`src/rtl/spike_volley_encoder.sv`:
```
// rtl/spike_volley_encoder.sv - time-to-first-spike volley encoder for one gamma period
`ifndef LOG_TIME_PERIOD
`define LOG_TIME_PERIOD 3
`endif

module spike_volley_encoder #(
  parameter int N_INPUTS = 16,
  parameter int TW       = `LOG_TIME_PERIOD,
  parameter int CW       = $clog2(N_INPUTS) + 1
) (
  input  logic                   clk,
  input  logic                   rst_n,
  input  logic                   start,
  input  logic [N_INPUTS-1:0]    spike_mask,
  input  logic [N_INPUTS*TW-1:0] spike_times,
  output logic                   busy,
  output logic                   volley_valid,
  output logic [TW:0]            time_val,
  output logic [N_INPUTS-1:0]    spike_volley,
  output logic                   gamma_done,
  output logic [CW-1:0]          spike_count
);

  typedef enum logic [1:0] {IDLE, RUN, DONE} state_t;

  localparam logic [TW-1:0] T_LAST = {TW{1'b1}};
  localparam logic [TW:0]   T_VAL  = {1'b1, {TW{1'b0}}};

  state_t                   state_q, state_d;
  logic [TW-1:0]            t_q, t_d;
  logic [N_INPUTS-1:0]      mask_q, mask_d;
  logic [N_INPUTS*TW-1:0]   times_q, times_d;
  logic [CW-1:0]            acc_q, acc_d;
  logic                     busy_q, busy_d;
  logic                     volley_valid_q, volley_valid_d;
  logic [TW:0]              time_val_q, time_val_d;
  logic [N_INPUTS-1:0]      spike_volley_q, spike_volley_d;
  logic                     gamma_done_q, gamma_done_d;
  logic [CW-1:0]            spike_count_q, spike_count_d;
  logic [N_INPUTS-1:0]      volley_next;
  logic [TW-1:0]            t_next;

  // Inputs whose time equals slot t fire in that slot.
  function automatic logic [N_INPUTS-1:0] volley_at(
    input logic [N_INPUTS-1:0]    m,
    input logic [N_INPUTS*TW-1:0] ts,
    input logic [TW-1:0]          t
  );
    logic [N_INPUTS-1:0] v;
    v = '0;
    for (int i = 0; i < N_INPUTS; i++) begin
      v[i] = m[i] && (ts[i*TW +: TW] == t);
    end
    return v;
  endfunction

  function automatic logic [CW-1:0] popcount(input logic [N_INPUTS-1:0] v);
    logic [CW-1:0] c;
    c = '0;
    for (int i = 0; i < N_INPUTS; i++) begin
      c = c + CW'(v[i]);
    end
    return c;
  endfunction

  // Next-state and registered-output computation; the slot-0 volley is formed
  // from the live inputs on the accepting edge so it appears one cycle after start.
  always_comb begin
    state_d        = state_q;
    t_d            = t_q;
    mask_d         = mask_q;
    times_d        = times_q;
    acc_d          = acc_q;
    busy_d         = 1'b0;
    volley_valid_d = 1'b0;
    time_val_d     = '0;
    spike_volley_d = '0;
    gamma_done_d   = 1'b0;
    spike_count_d  = spike_count_q;
    volley_next    = '0;
    t_next         = t_q + TW'(1);

    case (state_q)
      RUN: begin
        busy_d = 1'b1;
        if (t_q == T_LAST) begin
          state_d       = DONE;
          gamma_done_d  = 1'b1;
          time_val_d    = T_VAL;
          spike_count_d = acc_q;
        end else begin
          volley_next    = volley_at(mask_q, times_q, t_next);
          t_d            = t_next;
          spike_volley_d = volley_next;
          volley_valid_d = 1'b1;
          time_val_d     = {1'b0, t_next};
          acc_d          = acc_q + popcount(volley_next);
        end
      end
      default: begin
        // IDLE and DONE both accept a new period; otherwise DONE drops to IDLE.
        if (start) begin
          volley_next    = volley_at(spike_mask, spike_times, '0);
          state_d        = RUN;
          mask_d         = spike_mask;
          times_d        = spike_times;
          t_d            = '0;
          acc_d          = popcount(volley_next);
          busy_d         = 1'b1;
          volley_valid_d = 1'b1;
          time_val_d     = '0;
          spike_volley_d = volley_next;
          spike_count_d  = '0;
        end else begin
          state_d = IDLE;
        end
      end
    endcase
  end

  // State and output registers with asynchronous clear.
  always_ff @(posedge clk or negedge rst_n) begin
    if (!rst_n) begin
      state_q        <= IDLE;
      t_q            <= '0;
      mask_q         <= '0;
      times_q        <= '0;
      acc_q          <= '0;
      busy_q         <= 1'b0;
      volley_valid_q <= 1'b0;
      time_val_q     <= '0;
      spike_volley_q <= '0;
      gamma_done_q   <= 1'b0;
      spike_count_q  <= '0;
    end else begin
      state_q        <= state_d;
      t_q            <= t_d;
      mask_q         <= mask_d;
      times_q        <= times_d;
      acc_q          <= acc_d;
      busy_q         <= busy_d;
      volley_valid_q <= volley_valid_d;
      time_val_q     <= time_val_d;
      spike_volley_q <= spike_volley_d;
      gamma_done_q   <= gamma_done_d;
      spike_count_q  <= spike_count_d;
    end
  end

  assign busy         = busy_q;
  assign volley_valid = volley_valid_q;
  assign time_val     = time_val_q;
  assign spike_volley = spike_volley_q;
  assign gamma_done   = gamma_done_q;
  assign spike_count  = spike_count_q;

endmodule
```
`config.mk`:
```
export PLATFORM = sky130hd
export DESIGN_NAME = spike_volley_encoder
export DESIGN_NICKNAME = d
export VERILOG_FILES = /design/src/rtl/spike_volley_encoder.sv
export SDC_FILE = /design/constraint.sdc
export NUM_CORES = 1
export LEC_CHECK = 0
export ABC_AREA = 1
export CAP_MARGIN = 10
export CORE_UTILIZATION = 58
export DETAILED_ROUTE_END_ITERATION = 7
export GPL_ROUTABILITY_DRIVEN = 1
export PLACE_DENSITY = 0.91
export SYNTH_ARGS = -nofsm -noshare
export SYNTH_HDL_FRONTEND = slang
export SYNTH_SLANG_ARGS = --single-unit
```
`constraint.sdc`:
```
create_clock -name clk -period 10.1 [get_ports clk]
set_input_delay 2.02 -clock clk [delete_from_list [all_inputs] [get_ports clk]]
set_output_delay 2.02 -clock clk [all_outputs]
set_load 0.05 [all_outputs]
```
==> results of run 1 <==
==> tightest hold or removal path: stages, from the launching register on <==
cell and delay [ps]:
dfrtp_1 350, nand2_1 50, nand2_1 50
==> report_power, final <==
part	leakage, nW	internal [mW]	switching [mW]
Combinational	2.03	0.479	0.828
Sequential	1.28	0.582	0.103
Clock	0.104	0.124	0.149
==> area by class of cell <==
type / instances / area (µm²)
Timing Repair Buffer: 97 / 960.9
Inverter: 114 / 430.4
Sequential cell: 101 / 2527
Tap cell: 129 / 161.4
Multi-Input combinational cell: 411 / 2417
Clock buffer: 10 / 137.6
Fill cell: 673 / 2536
Clock inverter: 6 / 68.82
==> metal layers <==
layer	track usage [%]	routed length, µm
met5	0	0
met4	12.33	284
met3	4.919	851
met2	49.12	6585
met1	36.81	5252
==> flip-flops by register name (all words and copies together) (netlist names) <==
signal        count
times_q          48
mask_q           16
spike_volley     16
acc_q             5
spike_count       5
t_q               3
time_val          3
state_q           2
busy              1
gamma_done        1
volley_valid      1
==> how the worst max path moves through the flow <==
stage                                  start              endpoint  slack, ps  cells past startpoint
after floorplan               spike_times[4]  acc_q[4]$_DFFE_PN0P_       4540                     15
after global placement         spike_mask[3]  acc_q[4]$_DFFE_PN0P_       3840                     17
after detailed placement     spike_times[46]  acc_q[4]$_DFFE_PN0P_       3830                     16
after CTS                 t_q[0]$_DFFE_PN0P_  acc_q[4]$_DFFE_PN0P_       4090                     22
after global routing      t_q[0]$_DFFE_PN0P_  acc_q[4]$_DFFE_PN0P_       3710                     22
final                     t_q[0]$_DFFE_PN0P_  acc_q[4]$_DFFE_PN0P_       4110                     22
==> synthesized netlist by cell type (5+ instances only) <==
library cell,number
a21oi_1,12
buf_2,18
buf_4,5
dfrtp_1,101
fa_1,22
ha_1,14
inv_1,109
nand2_1,168
nand3_1,19
nand4_1,17
nor2_1,41
nor4_1,5
o21ai_0,35
o21ai_1,25
o22ai_1,11
xnor2_1,16
==> logic make-up (layout without fill, tap and decap cells) <==
group | after synthesis | count (layout) | synth area share, %
simple gates | 262 | 262 | 20.22
fa+ha+maj | 36 | 36 | 11.13
flops | 101 | 101 | 45.68
buf+inv | 141 | 227 | 10.63
compound gates | 94 | 94 | 9.340
xor+xnor | 19 | 19 | 3.008
==> impl_metrics.ini, run 1 <==
[critical_path]
rrSetupSlack_ps = 4110
worstPathArrival_ps = 6270
worst_setup_path_start_kind = flip-flop
cp_num_buf_inv = 4
worstPathMaxFanout = 16
cp_data_required_time_ps = 10370
crit_chain = ha_1 > ha_1 > inv_1 > o21ai_0 > nor2_1 > nand2_1 > fa_1 > fa_1 > fa_1 > inv_1 > fa_1 > inv_1 > fa_1 > fa_1 > inv_1 > nand2_1 > nand2_1 > nand2_1 > nand2b_1 > nand3_1 > nand2_1 > nand2_1
reg2reg_depth = 22
r2r-start = t_q[0]$_DFFE_PN0P_
slowest_stage = ha_1
r2r-end = acc_q[4]$_DFFE_PN0P_
cp_slowest_stage_delay_ps = 920
crit_path_end_kind = flip-flop
critPathKind = reg -> reg
cpLargestDelayFamily = adder cells

[clock_network]
cts_buffer_depth = 2
hold_buffers = 0
postCtsSetupRepairBufs = 0
clk_latency_ps = 380
cts-root-buf = clkbuf_8
cts_sinks = 101
path_clk_slew_ps = 100
cts_buffers = 9
cts_resized = 0
htree_num_levels = 3
tritoncts = yes

[synth]
synth_top_area_cell = dfrtp_1
synth_ff_type = dfrtp_1
synth-seq-cells = 101
syn_avg_cell_area_um2 = 8.473
syn_nets = 756
synth_edf_count = 0
ys.warnings.count = 0
synthCells = 653
netlist_area_um2 = 5533
yosysSeqAreaShare_pct = 45.68
netlist_top_cells_area = dfrtp_1 (46%), nand2_1 (11%), fa_1 (8.0%)
synth_top_area_share_pct = 45.68
yosysUniqueCellTypes = 33
synthArstFlopShare_pct = 100.0

[sta]
slew_headroom_pct = 34.16
hold_viol_final = 0
finalSetupViolCount = 0
setup_tns_ps = 0
hold-worst-slack_ps = 479.5
finalClockSkew_ps = 11.41
rsz0062_at_grt = false
setup_ws_ps = 4105
worst_pin_slew_ps = 985.2
min_period_ps = 5995
finalMaxSlewViolations = 0
fmax_mhz = 166.8
finalCritPeriodShare_pct = 59.36

[min_path]
min-delay-start = mask_q[10]$_DFFE_PN0P_
hold_depth = 2
worst_hold_path.endpoint = mask_q[10]$_DFFE_PN0P_
hold_class = reg -> reg

[global_routing]
gr-total-overflow = 0
grt_max_degree = 92
first_global_vias = 4836
grt_use_total_pct = 28.96
grt_first_pass_wirelength_um = 22180
antenna_found_initial = 0

[layout]
diodes = 0
area_growth_pct = 21.17
final_util_pct = 72.55
final_common_cell = nand2_1
final_cell_mix = nand2_1 (168), inv_1 (109), dfrtp_1 (101), clkdlybuf4s50_1 (93), nor2_1 (41)
nets = 837
instances_no_fill = 868
design_area_um2 = 6704
layout-drive-gt1-share_pct = 4.871

[floorplanning]
placementRows = 35
die_h_um = 99.67
core_um2 = 9240
initial_utilization_pct = 59.88
ios = 95
die_x_um = 99.67
die-area_um2 = 9934

[flow_run]
maxCapViolCount = 0

[drt]
drt_iter0_markers = 291
via_per_inst = 5.362
detail-route-antenna-nets = 0
drc_errors = 0
drt-wirelength-per-cell_um = 14.95
vias = 4654
firstDrtPassIters = 5
routed_wl_um = 12970

[placement]
gp_congestion = 0.9141
pre_cts_ws_ps = 3826
place_inst = 852
io_buffers = 94
dpl_cell_area_um2 = 6497
dp_hpwl_um = 9305

[run_status]
run_status = completed

[power_and_ir_drop]
power.density_nw_per_um2 = 338.1
leakagePower_nw = 3.407
irDropWorstVdd_uv = 154.0
design_power_total_mw = 2.267
Note: power is estimated with default switching activity, not from simulation.
==> run 2: changes to the inputs <==
--- a/config.mk
+++ b/config.mk
@@ -7,10 +7,10 @@
 export LEC_CHECK = 0
 export ABC_AREA = 1
 export CAP_MARGIN = 10
-export CORE_UTILIZATION = 58
+export CORE_UTILIZATION = 48
 export DETAILED_ROUTE_END_ITERATION = 7
 export GPL_ROUTABILITY_DRIVEN = 1
-export PLACE_DENSITY = 0.91
+export PLACE_DENSITY = 0.81
 export SYNTH_ARGS = -nofsm -noshare
 export SYNTH_HDL_FRONTEND = slang
 export SYNTH_SLANG_ARGS = --single-unit
==> constraint.sdc (replaced) <==
create_clock -name clk -period 5.24 [get_ports clk]
set_input_delay 1.048 -clock clk [delete_from_list [all_inputs] [get_ports clk]]
set_output_delay 1.048 -clock clk [all_outputs]
set_load 0.05 [all_outputs]
==> run 2 against run 1 <==
Count of clock-buffer cells in the layout increased by 1. Cell count increased by 2.9%. Design area increased by 3.9%. Hold slack about the same. Clock power increased by 130%. Sequential share of layout area decreased by 1.4 points. Critical path depth increased by 2. Flip-flop and latch count unchanged. Critical path type unchanged.
==> impl_metrics.ini, run 2 (synthesized netlist as in run 1, its figures left out) <==
[clock_network]
tritoncts = yes
cts-root-buf = clkbuf_16
path_clk_slew_ps = 70
htree_num_levels = 3
cts_buffer_depth = 2
hold_buffers = 0
clk_latency_ps = 340
cts_sinks = 101
cts_buffers = 9

[critical_path]
critPathKind = reg -> reg
rrSetupSlack_ps = 240
crit_path_end_kind = flip-flop
cp_slowest_stage_delay_ps = 530
cpLargestDelayFamily = adder cells
slowest_stage = fa_1
cp_data_required_time_ps = 5480
worstPathMaxFanout = 5
worst_setup_path_start_kind = flip-flop
cp_num_buf_inv = 6
worst_path_most_repeated_cell = nand2_1
worstPathArrival_ps = 5240
crit_chain = ha_4 > ha_4 > buf_8 > buf_4 > xnor2_1 > nand2_1 > nor2_1 > inv_1 > fa_1 > fa_1 > fa_1 > inv_1 > fa_1 > inv_1 > fa_2 > fa_2 > inv_2 > nand2_1 > nand2_1 > nand2_1 > nand2b_1 > nand3_1 > nand2_1 > nand2_1

[power_and_ir_drop]
leakagePower_nw = 3.518
irDropWorstVdd_uv = 375.9
switching_power_mw = 2.145
design_power_total_mw = 4.689
power.density_nw_per_um2 = 673.4
p_seq_share_pct = 28.3
clockPowerShare_pct = 13.4
internal_power_mw = 2.544
combPwrFrac_pct = 58.3
switching_share_pct = 45.74

[drt]
drc_errors = 0
firstDrtPassIters = 5
drt_iter0_markers = 256
via_per_inst = 5.183
detail-route-antenna-nets = 0
routed_wl_um = 13260
vias = 4628
drt-wirelength-per-cell_um = 14.84

[sta]
finalCritPeriodShare_pct = 95.38
slew_headroom_pct = 30.59
finalSetupViolCount = 0
fmax_mhz = 200.1
finalClockSkew_ps = 6.460
finalMaxSlewViolations = 0
setup_tns_ps = 0
worst_pin_slew_ps = 1039
hold_viol_final = 0
min_period_ps = 4998
rsz0062_at_grt = false

[placement]
dp_hpwl_um = 9560
dpl_cell_area_um2 = 6579
io_buffers = 94
place_inst = 872
gp_congestion = 0.9223

[layout]
final_common_cell = nand2_1
regMostFlops = times_q
layout-drive-gt1-share_pct = 7.968
largest_reg_flops = 48
design_area_um2 = 6964
fill_cells = 898
area_growth_pct = 25.87
diodes = 0
seq_area_um2 = 2527
instances_no_fill = 893
multi_input_area_um2 = 2467
final_cell_mix = nand2_1 (168), inv_1 (105), dfrtp_1 (101), clkdlybuf4s50_1 (93), nor2_1 (41)
nets = 851

[global_routing]
grt_first_pass_wirelength_um = 21480
antenna_found_initial = 0
grt_use_total_pct = 23.97
first_global_vias = 4566
grt_max_degree = 92
gr-total-overflow = 0

[min_path]
hold_class = reg -> reg

[floorplanning]
initial_utilization_pct = 50.16
die-area_um2 = 11960
die_h_um = 109.4
die_x_um = 109.4
placementRows = 38
ios = 95
core_um2 = 11030

[flow_run]
maxCapViolCount = 0

[run_status]
run_status = completed
==> run 2: path summary, 6_finish.rpt <==
path	start	endpoint	cells past startpoint
max in group asynchronous	rst_n	times_q[19]$_DFFE_PN0P_	2
setup reg to reg	t_q[1]$_DFFE_PN0P_	acc_q[4]$_DFFE_PN0P_	24
hold reg to reg	mask_q[0]$_DFFE_PN0P_	mask_q[0]$_DFFE_PN0P_	2
hold / removal	mask_q[0]$_DFFE_PN0P_	mask_q[0]$_DFFE_PN0P_	2
setup / recovery	t_q[1]$_DFFE_PN0P_	acc_q[4]$_DFFE_PN0P_	24
min in group asynchronous	rst_n	time_val[2]$_DFF_PN0_	1
==> run 2: worst reg2reg max path, delay by kind of cell, from the launching register on <==
family	cells	cell delay, ps
flops	1	420
xor+xnor	1	130
simple gates	9	610
fa+ha+maj	8	3200
buf+inv	6	530
==> run 2: final cells by class <==
cell class | count | share of cell area (%)
tap | 140 | 2.515
timing repair buffer | 111 | 15.52
clock inverter | 5 | 0.5031
inverter | 114 | 6.252
multi-input combinational | 411 | 35.43
sequential | 101 | 36.29
clock buffer | 11 | 3.485
==> run 2: power groups by stage <==
stage | logic, mW | clock network (mW) | registers [mW]
floorplan | 1.67 | 0 | 1.53
global placement | 2.46 | 0 | 1.31
detailed placement | 2.55 | 0 | 1.33
CTS | 2.62 | 0.635 | 1.32
global route | 3.06 | 0.668 | 1.36
finish | 2.73 | 0.628 | 1.33
==> run 2: metrics by stage <==
stage          setup slack, ps  utilization (%)  hold WS (ps)
3_5_place_dp             13.70            59.64         455.4
5_1_grt                  13.92            63.14         509.3
2_1_floorplan            299.3                -         435.5
4_1_cts                  62.24            62.27         477.4
6_report                 242.2            63.14         479.8
3_3_place_gp             60.61            59.64         452.4
==> run 2: timing repair <==
item	CTS	global route
pin swaps	0	13
cloned	0	0
setup endpoints to repair	1	3
setup buffers	0	5
resized for setup	1	18
==> run 2: metal layers <==
metal	GRT usage [%]	vias up	wire, µm
met3	4.505	29	899
met2	40.16	192	6460
met4	8.476	0	288
met5	0	-	0
li1	-	2222	-
met1	31.20	2185	5607
==> run 3: changes to the inputs <==
--- a/config.mk
+++ b/config.mk
@@ -6,11 +6,12 @@
 export NUM_CORES = 1
 export LEC_CHECK = 0
 export ABC_AREA = 1
-export CAP_MARGIN = 10
+export CAP_MARGIN = 20
 export CORE_UTILIZATION = 48
 export DETAILED_ROUTE_END_ITERATION = 7
 export GPL_ROUTABILITY_DRIVEN = 1
 export PLACE_DENSITY = 0.81
+export RECOVER_POWER = 50
 export SYNTH_ARGS = -nofsm -noshare
 export SYNTH_HDL_FRONTEND = slang
 export SYNTH_SLANG_ARGS = --single-unit
==> run 3 against run 2 <==
The flow now finishes with violations (max-capacitance violations, max-slew violations). Wire length is 0.16% lower. Flip-flop and latch count stayed put. Count of clock-buffer cells in the layout stayed put. Die area stayed put. Combinational power hardly changed. Via count is 0.39% lower. Critical endpoint unchanged.
==> impl_metrics.ini, run 3 (synthesized netlist as in run 1, its figures left out) <==
[layout]
nets = 851
instances_no_fill = 893
regMostFlops = times_q
design_area_um2 = 6955
layout-drive-gt1-share_pct = 7.703
multi_input_area_um2 = 2465
diodes = 0
final_common_cell = nand2_1
largest_reg_flops = 48
final_util_pct = 63.06
fill_cells = 901
area_growth_pct = 25.71
final_cell_mix = nand2_1 (169), inv_1 (105), dfrtp_1 (101), clkdlybuf4s50_1 (92), nor2_1 (41)
seq_area_um2 = 2527

[placement]
place_inst = 872
dp_hpwl_um = 9560
gp_congestion = 0.9223
io_buffers = 94
dpl_cell_area_um2 = 6579

[drt]
firstDrtPassIters = 5
drt-wirelength-per-cell_um = 14.82
wl_met3_um = 964
wl_met2_um = 6409
routed_wl_um = 13230
top_layer = met4
vias = 4610
wl_met1_um = 5563
via_per_inst = 5.162
drc_errors = 0
drt_iter0_markers = 250
detail-route-antenna-nets = 0

[critical_path]
worstPathMaxFanout = 5
cp-startpoint = t_q[1]$_DFFE_PN0P_
cp_data_required_time_ps = 5480
crit_path_end_kind = flip-flop
r2r-start = t_q[1]$_DFFE_PN0P_
critPathKind = reg -> reg
worst_setup_path_start_kind = flip-flop
worstPathArrival_ps = 5230

[power_and_ir_drop]
power.density_nw_per_um2 = 674.1
switching_share_pct = 45.77
switching_power_mw = 2.146
internal_power_mw = 2.543
combPwrFrac_pct = 58.2
leakagePower_nw = 3.513
irDropWorstVdd_uv = 373.6
p_seq_share_pct = 28.4
design_power_total_mw = 4.688
clockPowerShare_pct = 13.4

[clock_network]
cts_buffers = 9
clk_latency_ps = 340
path_clk_slew_ps = 70
cts_buffer_depth = 2
htree_num_levels = 3
cts-root-buf = clkbuf_16
cts_sinks = 101
tritoncts = yes

[floorplanning]
die-area_um2 = 11960
core_um2 = 11030
die_h_um = 109.4
die_x_um = 109.4
placementRows = 38
initial_utilization_pct = 50.16
ios = 95

[sta]
setup_tns_ps = 0
finalClockSkew_ps = 7.664
fmax_mhz = 200.5
finalCritPeriodShare_pct = 95.17
finalMaxSlewViolations = 59
min_period_ps = 4987
slew_headroom_pct = -100.3
worst_pin_slew_ps = 3004
finalSetupViolCount = 0
rsz0062_at_grt = false
hold_viol_final = 0

[min_path]
hold_class = reg -> reg
min-delay-start = mask_q[0]$_DFFE_PN0P_

[run_status]
violations = max-capacitance violations, max-slew violations
run_status = finished with violations

[global_routing]
first_global_vias = 4566
grt_use_total_pct = 23.97
antenna_found_initial = 0
grt_max_degree = 92
gr-total-overflow = 0
grt_first_pass_wirelength_um = 21480

[flow_run]
maxCapViolCount = 1
## run 3: what timing repair did
| action | in CTS | in global routing |
|---|---|---|
| endpoints found under the setup margin | 1 | 3 |
| hold buffers | 0 | 0 |
| resized for setup | 1 | 18 |
| buffers inserted | 0 | 5 |
| pin swaps | 0 | 13 |
## run 3: per-stage QoR
step / worst slack, ps / hold WS, ps
4_1_cts: 62.24 / 477.4
3_5_place_dp: 13.70 / 455.4
3_3_place_gp: 60.61 / 452.4
2_1_floorplan: 299.3 / 435.5
6_report: 253.2 / 479.6
5_1_grt: 14.62 / 509.3
## run 3: final cells by class
class | count | area share (%)
Clock buffer | 11 | 3.490
Clock inverter | 5 | 0.5037
Inverter | 114 | 6.260
Multi-Input combinational cell | 411 | 35.44
Sequential cell | 101 | 36.34
Tap cell | 140 | 2.518
Timing Repair Buffer | 111 | 15.45
## run 3: power by group through the flow
stage | sequential, mW | combinational, mW | clock, mW
5_1_grt | 1.36 | 3.06 | 0.668
6_report | 1.33 | 2.73 | 0.629
4_1_cts | 1.32 | 2.62 | 0.635
3_5_place_dp | 1.33 | 2.55 | 0
3_3_place_gp | 1.31 | 2.46 | 0
2_1_floorplan | 1.53 | 1.67 | 0
## run 3: worst max-delay path, cell delays in order (launching register included)
cell and delay [ps]:
dfrtp_1 420, ha_4 180, ha_4 260, buf_8 130, buf_4 150, xnor2_1 130, nand2_1 60, nor2_1 100
inv_1 90, fa_1 500, fa_1 530, fa_1 520, inv_1 50, fa_1 480, inv_1 50, fa_2 360
fa_2 370, inv_2 60, nand2_1 60, nand2_1 80, nand2_1 50, nand2b_1 60, nand3_1 70, nand2_1 80
nand2_1 40
## run 3: final timing paths
path | slack [ps] | cells after the start | endpoint
setup / recovery | 250 | 24 | acc_q[4]$_DFFE_PN0P_
min in group asynchronous | 1690 | 1 | time_val[2]$_DFF_PN0_
hold reg to reg | 480 | 2 | mask_q[0]$_DFFE_PN0P_
max in group asynchronous | 1240 | 2 | times_q[19]$_DFFE_PN0P_
hold / removal | 480 | 2 | mask_q[0]$_DFFE_PN0P_
setup reg to reg | 250 | 24 | acc_q[4]$_DFFE_PN0P_
## run 3: per-layer routing
metal / track usage (%) / up-vias
li1: - / 2220
met1: 31.20 / 2178
met2: 40.16 / 183
met3: 4.505 / 29
met4: 8.476 / 0
met5: 0 / -
